$ cat src/rtl/dense_pkg.sv
// dense_pkg: shared state encoding and width/saturation helpers for the
// time-multiplexed dense layer (dense_layer_seq, dense_mac_unit).
package dense_pkg;

   // FSM state encoding, exported on the dbg_state port of dense_layer_seq.
   typedef logic [2:0] state_t;

   localparam state_t ST_IDLE  = 3'd0;
   localparam state_t ST_LOAD  = 3'd1;
   localparam state_t ST_MAC   = 3'd2;
   localparam state_t ST_STORE = 3'd3;
   localparam state_t ST_DONE  = 3'd4;

   // Index width that never collapses to zero bits.
   function automatic int clog2_min1(input int n);
      return (n <= 1) ? 1 : $clog2(n);
   endfunction

   // Accumulator width large enough that bias + N_IN products never wrap.
   function automatic int acc_width(input int a_bits, input int w_bits,
                                    input int b_bits, input int n_in);
      int p;
      p = a_bits + w_bits + $clog2(n_in);
      return ((p > b_bits) ? p : b_bits) + 1;
   endfunction

   // Clamp v to the signed range of an out_bits-wide result.
   function automatic logic signed [63:0] sat_signed(input logic signed [63:0] v,
                                                     input int out_bits);
      logic signed [63:0] hi;
      logic signed [63:0] lo;
      hi = (64'sd1 <<< (out_bits - 1)) - 64'sd1;
      lo = -(64'sd1 <<< (out_bits - 1));
      if (v > hi) return hi;
      if (v < lo) return lo;
      return v;
   endfunction

endpackage

$ cat src/rtl/dense_layer_seq_mac.sv
// dense_mac_unit: accumulator for one neuron. LOAD seeds it with the
// sign-extended bias, MAC adds one signed weight*activation product per
// cycle, and result_o presents the saturated (optionally ReLU-clamped)
// value for the STORE cycle.
module dense_mac_unit
   import dense_pkg::*;
#(
   parameter int N_IN     = 48,
   parameter int A_BITS   = 2,
   parameter int W_BITS   = 2,
   parameter int B_BITS   = 4,
   parameter int OUT_BITS = 6,
   parameter int RELU     = 0
) (
   input  logic                       clk,
   input  logic                       rst,
   input  logic                       load_i,
   input  logic                       mac_en_i,
   input  logic signed [B_BITS-1:0]   bias_i,
   input  logic signed [W_BITS-1:0]   weight_i,
   input  logic signed [A_BITS-1:0]   act_i,
   output logic signed [OUT_BITS-1:0] result_o
);

   localparam int ACC_W = acc_width(A_BITS, W_BITS, B_BITS, N_IN);
   localparam int P_W   = A_BITS + W_BITS;

   logic signed [ACC_W-1:0] acc_q;
   logic signed [ACC_W-1:0] acc_d;
   logic signed [P_W-1:0]   prod;
   logic signed [63:0]      sat_v;

   // Next accumulator value: bias load has priority over accumulate.
   always_comb begin
      prod  = P_W'(act_i) * P_W'(weight_i);
      acc_d = acc_q;
      if (load_i) begin
         acc_d = ACC_W'(bias_i);
      end else if (mac_en_i) begin
         acc_d = acc_q + ACC_W'(prod);
      end
   end

   // Accumulator register.
   always_ff @(posedge clk or posedge rst) begin
      if (rst) begin
         acc_q <= '0;
      end else begin
         acc_q <= acc_d;
      end
   end

   // Saturate to the stored width, then optionally clamp negatives to zero.
   always_comb begin
      sat_v = sat_signed(64'(acc_q), OUT_BITS);
      if ((RELU != 0) && (sat_v < 0)) begin
         sat_v = '0;
      end
      result_o = OUT_BITS'(sat_v);
   end

endmodule

$ cat src/rtl/dense_layer_seq.sv
// dense_layer_seq: time-multiplexed fully-connected layer. Activations are
// snapshotted on an accepted start, then each neuron runs LOAD (bias),
// N_IN MAC cycles and STORE through one shared dense_mac_unit. Results sit
// in a random-access buffer. Optional feature macro: DENSE_ARGMAX_EN builds
// the argmax_idx/argmax_val ports and the running-maximum tracker.
// ROM contents come from the W_INIT/B_INIT parameter images.
module dense_layer_seq
  import dense_pkg::*;
#(
  parameter int    N_IN     = 48,
  parameter int    N_OUT    = 10,
  parameter int    A_BITS   = 2,
  parameter int    W_BITS   = 2,
  parameter int    B_BITS   = 4,
  parameter int    OUT_BITS = 6,
  parameter int    RELU     = 0,
  parameter string W_FILE   = "layer2_weights.hex",
  parameter string B_FILE   = "layer2_biases.hex",
  parameter logic [N_OUT*N_IN*W_BITS-1:0] W_INIT = '0,
  parameter logic [N_OUT*B_BITS-1:0]      B_INIT = '0
) (
  input  logic                          clk,
  input  logic                          rst,
  input  logic                          start,
  input  logic [N_IN*A_BITS-1:0]        act_flat,
  output logic                          busy,
  output logic                          done,
  input  logic [clog2_min1(N_OUT)-1:0]  read_addr,
  output logic signed [OUT_BITS-1:0]    read_data,
`ifdef DENSE_ARGMAX_EN
  output logic [clog2_min1(N_OUT)-1:0]  argmax_idx,
  output logic signed [OUT_BITS-1:0]    argmax_val,
`endif
  output state_t                        dbg_state
);

  localparam int IDX_W = clog2_min1(N_OUT);
  localparam int I_W   = clog2_min1(N_IN);
  localparam int WA_W  = clog2_min1(N_OUT * N_IN);

  logic signed [W_BITS-1:0]   w_rom [N_OUT*N_IN];
  logic signed [B_BITS-1:0]   b_rom [N_OUT];
  logic signed [A_BITS-1:0]   act_q [N_IN];
  logic signed [OUT_BITS-1:0] res_q [N_OUT];

  state_t           state_q, state_d;
  logic [IDX_W-1:0] n_q, n_d;
  logic [I_W-1:0]   i_q, i_d;
  logic [WA_W-1:0]  wa_q, wa_d;
  logic             busy_q, busy_d;
  logic             done_q, done_d;
  logic             accept, load, mac_en, store;
  logic signed [OUT_BITS-1:0] mac_result;

  // ROM images from the parameter defaults.
  initial begin
    for (int k = 0; k < N_OUT*N_IN; k++) w_rom[k] = W_INIT[k*W_BITS +: W_BITS];
    for (int k = 0; k < N_OUT; k++) b_rom[k] = B_INIT[k*B_BITS +: B_BITS];
  end

  // FSM next state; wa walks the neuron-major weight ROM linearly.
  always_comb begin
    state_d = state_q;
    n_d     = n_q;
    i_d     = i_q;
    wa_d    = wa_q;
    busy_d  = busy_q;
    done_d  = done_q;
    accept  = 1'b0;
    load    = 1'b0;
    mac_en  = 1'b0;
    store   = 1'b0;
    case (state_q)
      ST_IDLE: begin
        if (start) begin
          accept  = 1'b1;
          n_d     = '0;
          wa_d    = '0;
          done_d  = 1'b0;
          busy_d  = 1'b1;
          state_d = ST_LOAD;
        end
      end
      ST_LOAD: begin
        load    = 1'b1;
        i_d     = '0;
        state_d = ST_MAC;
      end
      ST_MAC: begin
        mac_en = 1'b1;
        wa_d   = wa_q + WA_W'(1);
        if (i_q == I_W'(N_IN - 1)) begin
          state_d = ST_STORE;
        end else begin
          i_d = i_q + I_W'(1);
        end
      end
      ST_STORE: begin
        store = 1'b1;
        if (n_q == IDX_W'(N_OUT - 1)) begin
          busy_d  = 1'b0;
          done_d  = 1'b1;
          state_d = ST_DONE;
        end else begin
          n_d     = n_q + IDX_W'(1);
          state_d = ST_LOAD;
        end
      end
      ST_DONE: begin
        if (!start) state_d = ST_IDLE;
      end
      default: state_d = ST_IDLE;
    endcase
  end

  // Control registers.
  always_ff @(posedge clk or posedge rst) begin
    if (rst) begin
      state_q <= ST_IDLE;
      n_q     <= '0;
      i_q     <= '0;
      wa_q    <= '0;
      busy_q  <= 1'b0;
      done_q  <= 1'b0;
    end else begin
      state_q <= state_d;
      n_q     <= n_d;
      i_q     <= i_d;
      wa_q    <= wa_d;
      busy_q  <= busy_d;
      done_q  <= done_d;
    end
  end

  // Activation snapshot; later act_flat changes are invisible to the run.
  always_ff @(posedge clk or posedge rst) begin
    if (rst) begin
      for (int k = 0; k < N_IN; k++) act_q[k] <= '0;
    end else if (accept) begin
      for (int k = 0; k < N_IN; k++) act_q[k] <= act_flat[k*A_BITS +: A_BITS];
    end
  end

  dense_mac_unit #(
    .N_IN     (N_IN),
    .A_BITS   (A_BITS),
    .W_BITS   (W_BITS),
    .B_BITS   (B_BITS),
    .OUT_BITS (OUT_BITS),
    .RELU     (RELU)
  ) u_mac (
    .clk      (clk),
    .rst      (rst),
    .load_i   (load),
    .mac_en_i (mac_en),
    .bias_i   (b_rom[n_q]),
    .weight_i (w_rom[wa_q]),
    .act_i    (act_q[i_q]),
    .result_o (mac_result)
  );

  // Result buffer, one entry written per STORE.
  always_ff @(posedge clk or posedge rst) begin
    if (rst) begin
      for (int k = 0; k < N_OUT; k++) res_q[k] <= '0;
    end else if (store) begin
      res_q[n_q] <= mac_result;
    end
  end

  // Combinational readout; out-of-range addresses read as zero.
  always_comb begin
    read_data = '0;
    if (32'(read_addr) < N_OUT) read_data = res_q[read_addr];
  end

`ifdef DENSE_ARGMAX_EN
  localparam logic signed [OUT_BITS-1:0] MOST_NEG = {1'b1, {(OUT_BITS-1){1'b0}}};

  logic [IDX_W-1:0]           am_idx_q;
  logic signed [OUT_BITS-1:0] am_val_q;

  // Running maximum; strict compare keeps the lowest index on ties.
  always_ff @(posedge clk or posedge rst) begin
    if (rst) begin
      am_idx_q <= '0;
      am_val_q <= '0;
    end else if (load && (n_q == '0)) begin
      am_idx_q <= '0;
      am_val_q <= MOST_NEG;
    end else if (store && (mac_result > am_val_q)) begin
      am_idx_q <= n_q;
      am_val_q <= mac_result;
    end
  end

  assign argmax_idx = am_idx_q;
  assign argmax_val = am_val_q;
`else
  // Argmax tracker not built in this configuration.
`endif

  assign busy      = busy_q;
  assign done      = done_q;
  assign dbg_state = state_q;

endmodule

$ cat config.mk
export PLATFORM = sky130hd
export DESIGN_NAME = dense_layer_seq
export DESIGN_NICKNAME = d
export VERILOG_FILES = /design/src/rtl/dense_pkg.sv /design/src/rtl/dense_layer_seq_mac.sv /design/src/rtl/dense_layer_seq.sv
export SDC_FILE = /design/constraint.sdc
export NUM_CORES = 1
export LEC_CHECK = 0
export ABC_AREA = 1
export CORE_MARGIN = 2
export CORE_UTILIZATION = 26
export DETAILED_ROUTE_END_ITERATION = 7
export PLACE_DENSITY = 0.92
export SYNTH_ARGS = -nofsm -noshare
export SYNTH_HDL_FRONTEND = slang
export SYNTH_SLANG_ARGS = --single-unit
$ cat constraint.sdc
create_clock -name clk -period 1.6 [get_ports clk]
set_clock_uncertainty 0.2 [all_clocks]
set_input_delay 0.32 -clock clk [delete_from_list [all_inputs] [get_ports clk]]
set_output_delay 0.32 -clock clk [all_outputs]
set_load 0.01 [all_outputs]
==> Implementation_results.wiki, run 1 <==
{| class="wikitable"
! Metric !! Value
|-
| Bufs and invs on worst path || 0
|-
| Die footprint || 3980 µm²
|-
| Vias in the first global route || 818
|-
| Crit. End Element || flop
|-
| Top delay family on crit path || simple AND/OR/NAND/NOR gates
|-
| Placed insts || 182
|-
| Count of endpoints failing setup in the final report || 0
|-
| Top-area cell type share of the netlist area || 41.3%
|-
| Top cell by count, worst path || nand2_1
|-
| Number of core rows || 21
|-
| I/O Pins || 114
|-
| Quantity of I/O buffers inserted on ports || 7
|-
| Arrival time worst endpoint || 1.53 ns
|-
| Class of the tightest hold or removal check || input port to async pin
|-
| Number of enable-type register cells in the synthesized netlist || 0
|-
| Type of element launching the critical path || flop
|-
| Kind of critical path || flop to flop
|-
| Cell with the biggest individual delay on the critical path || dfrtp_1
|-
| First-pass GRT wire length || 3.27 mm
|-
| Final Slew Violations || 0
|-
| Total overflow reported by the global router || 0
|-
| Worst stage delay on the critical path || 0.40 ns
|-
| Average size of a mapped cell || 7.27 µm²
|-
| Clock buffer count from CTS || 3
|-
| Most used standard cell by instance count after synthesis || nand2_1
|-
| Final period util || 95.2%
|-
| Part of the Yosys area used for sequential elements || 41.3%
|-
| Via density per instance || 4.41
|-
| Share of async-settable or async-resettable flops after synthesis || 100%
|-
| X dimension of the die || 63.1 µm
|-
| Cell type with the highest aggregate area in the netlist || dfrtp_1
|-
| Overall via count from detail_route || 829
|-
| Sequential cell area || 375 µm²
|-
| Antenna violations before repair || 0
|-
| Unique cell type count in the Yosys netlist || 19
|-
| Area used by multi-input combinational logic || 469 µm²
|-
| Post-layout instance count excluding filler cells || 188
|-
| Starting utilization of the core area || 27.2%
|-
| Area delta synth->final || 20.1%
|-
| Wirelength per Cell || 9.62 µm
|-
| Placed cell areas || 1050 µm²
|-
| Clk buf depth || 2
|-
| Min Hold Slack || 0.0997 ns
|-
| Power per Cell Area || 1420 nW/µm²
|-
| Required time of the critical path || 1.61 ns
|-
| Leakage power figure || 0.609 nW
|-
| Min cycle time layout || 1.52 ns
|-
| Post-DRT Antenna Nets || 0
|-
| Total routed wirelength || 1.81 mm
|-
| Core area || 3340 µm²
|-
| First drt pass iteration count || 4
|-
| TritonCTS clock tree || built
|-
| Clock latency on the worst-skew pair || 0.31 ns
|-
| CTS Hold Bufs || 0
|-
| Clk Tree Root Cell || clkbuf_4
|-
| RSZ-0062 raised after global routing || no
|-
| Synth Warn # || 0
|-
| Post-synthesis sequential element count || 15
|-
| Top_reg_cell synth || dfrtp_1
|-
| Half-perimeter wire length after detailed placement || 1.31 mm
|-
| FILL cells || 348
|-
| Final nets || 250
|-
| Number of levels the H-tree was split into || 1
|-
| Synth Instances || 125
|-
| Largest net degree at the start of global routing || 16
|-
| Setup WS pre-CTS || -0.0596 ns
|-
| DRC marker count from the first detailed-route iteration || 93
|-
| Die height || 63.1 µm
|-
| DRC viols || 0
|-
| Ordered list of cells on the worst path || ha_1 > nand2_1 > nor2_1 > nand2_1 > nand2_2 > nand2_1 > nand2_1 > nand2_1
|-
| Total routing resource utilization after global routing || 10.6%
|-
| Final hold violations || 0
|-
| Gpl congestion || 0.923
|-
| Final design area excluding fillers || 1090 µm²
|-
| Clk slew on worst S/H paths || 0.10 ns
|-
| Diodes inserted || 0
|-
| Reported max-cap violation count || 0
|-
| Layout cell share with drive strength beyond 1 || 12.7%
|-
| Cells taking the most area after synthesis || dfrtp_1 41%, nand2_1 19%, nand3_1 10%
|-
| Worst setup margin || 0.0776 ns
|-
| Combined area of all synthesized cells || 908 µm²
|-
| Clock tree sinks || 15
|-
| Worst vdd ir || 0.000354 V
|-
| Top fanout value on the critical path || 8
|-
| Result of the run || complete, no violations
|-
| Max Freq || 657 MHz
|-
| Final sum of negative setup slack || 0 ns
|-
| Synth top cells by count || 46 x nand2_1, 19 x nand3_1, 15 x dfrtp_1
|}
## final timing paths
kind | to | depth (start not counted) | slack, ns | startpoint
min in group clk | done | 2 | 0.27 | done
max reg2reg | i_q[4] | 8 | 0.08 | i_q[1]
max in group asynchronous | i_q[5] | 3 | 0.92 | rst
max | i_q[4] | 8 | 0.08 | i_q[1]
min | n_q[1] | 3 | 0.1 | rst
min reg2reg | done | 2 | 0.27 | done
## stage by stage
step / power, mW / utilization (%)
4_1_cts: 1.53 / 32.2
2_1_floorplan: 1.06 / -
3_3_place_gp: 1.27 / 31.4
6_report: 1.55 / 32.7
5_1_grt: 1.69 / 32.7
3_5_place_dp: 1.31 / 31.4
## routing by layer
layer / vias to the layer above / GRT usage, % / share of wire, %
li1: 414 / - / -
met1: 377 / 10.2 / 41
met2: 31 / 18.9 / 48
met3: 7 / 1.96 / 5.5
met4: 0 / 10.0 / 4.9
met5: - / 0 / 0
## worst register-to-register path: cells and delay by family, from the launching register on
family        cells  cell delay [ns]
fa+ha+maj         1             0.18
flops             1             0.40
simple gates      7             0.65
## kinds of logic after synthesis
family / synth area share, %
and+or+nand+nor: 40.1
DFF: 41.3
other: 0.413
xor gates and xnor gates: 1.93
adders and majority gates: 5.51
AOI/OAI and AO/OA: 0.827
buffers and inverters: 9.92
## registers in the layout, summed over array words and instances, names as in the netlist
name,count
done,1
n_q,4
i_q,6
busy,1
dbg_state,3
## what timing repair did
item,CTS,global route
pin swaps,0,0
setup endpoints to repair,5,4
resized for setup,5,2
setup buffers,1,1
endpoints found under the hold margin,0,0
## final cells by class
cell class	count	area share [%]
Clock buffer	3	2.06
Clock inverter	1	0.459
Inverter	12	4.13
Multi-Input combinational cell	97	43.0
Sequential cell	15	34.4
Tap cell	46	5.28
Timing Repair Buffer	14	10.7
## report_power, final
part / switching, mW / leakage (nW) / internal, mW / total, mW
clock network: 0.143 / 0.0177 / 0.0936 / 0.236
registers: 0.0988 / 0.199 / 0.481 / 0.579
logic: 0.459 / 0.392 / 0.281 / 0.739
total: 0.700 / 0.609 / 0.855 / 1.55
## layout by cell type, fill, tap and decap left out, drive strengths merged
cell            n
inv            12
dfrtp          15
buf             7
nand4           2
clkinv          1
dlygate4sd2     5
clkdlybuf4s50   2
ha              4
xor2            1
o21bai          1
nor3            1
nand3b          1
nor2           12
nand2          47
conb            6
clkbuf          3
xnor2           1
nand3          19
or2             2
Power figures use the tool's default switching activity.
==> run 2: changes to the inputs <==
--- a/config.mk
+++ b/config.mk
@@ -9,6 +9,7 @@
 export CORE_MARGIN = 2
 export CORE_UTILIZATION = 26
 export DETAILED_ROUTE_END_ITERATION = 7
+export GPL_ROUTABILITY_DRIVEN = 0
 export PLACE_DENSITY = 0.92
 export SYNTH_ARGS = -nofsm -noshare
 export SYNTH_HDL_FRONTEND = slang
==> results of run 2 <==
No change in the layout: final DEF, timing and power equal those of run 1.
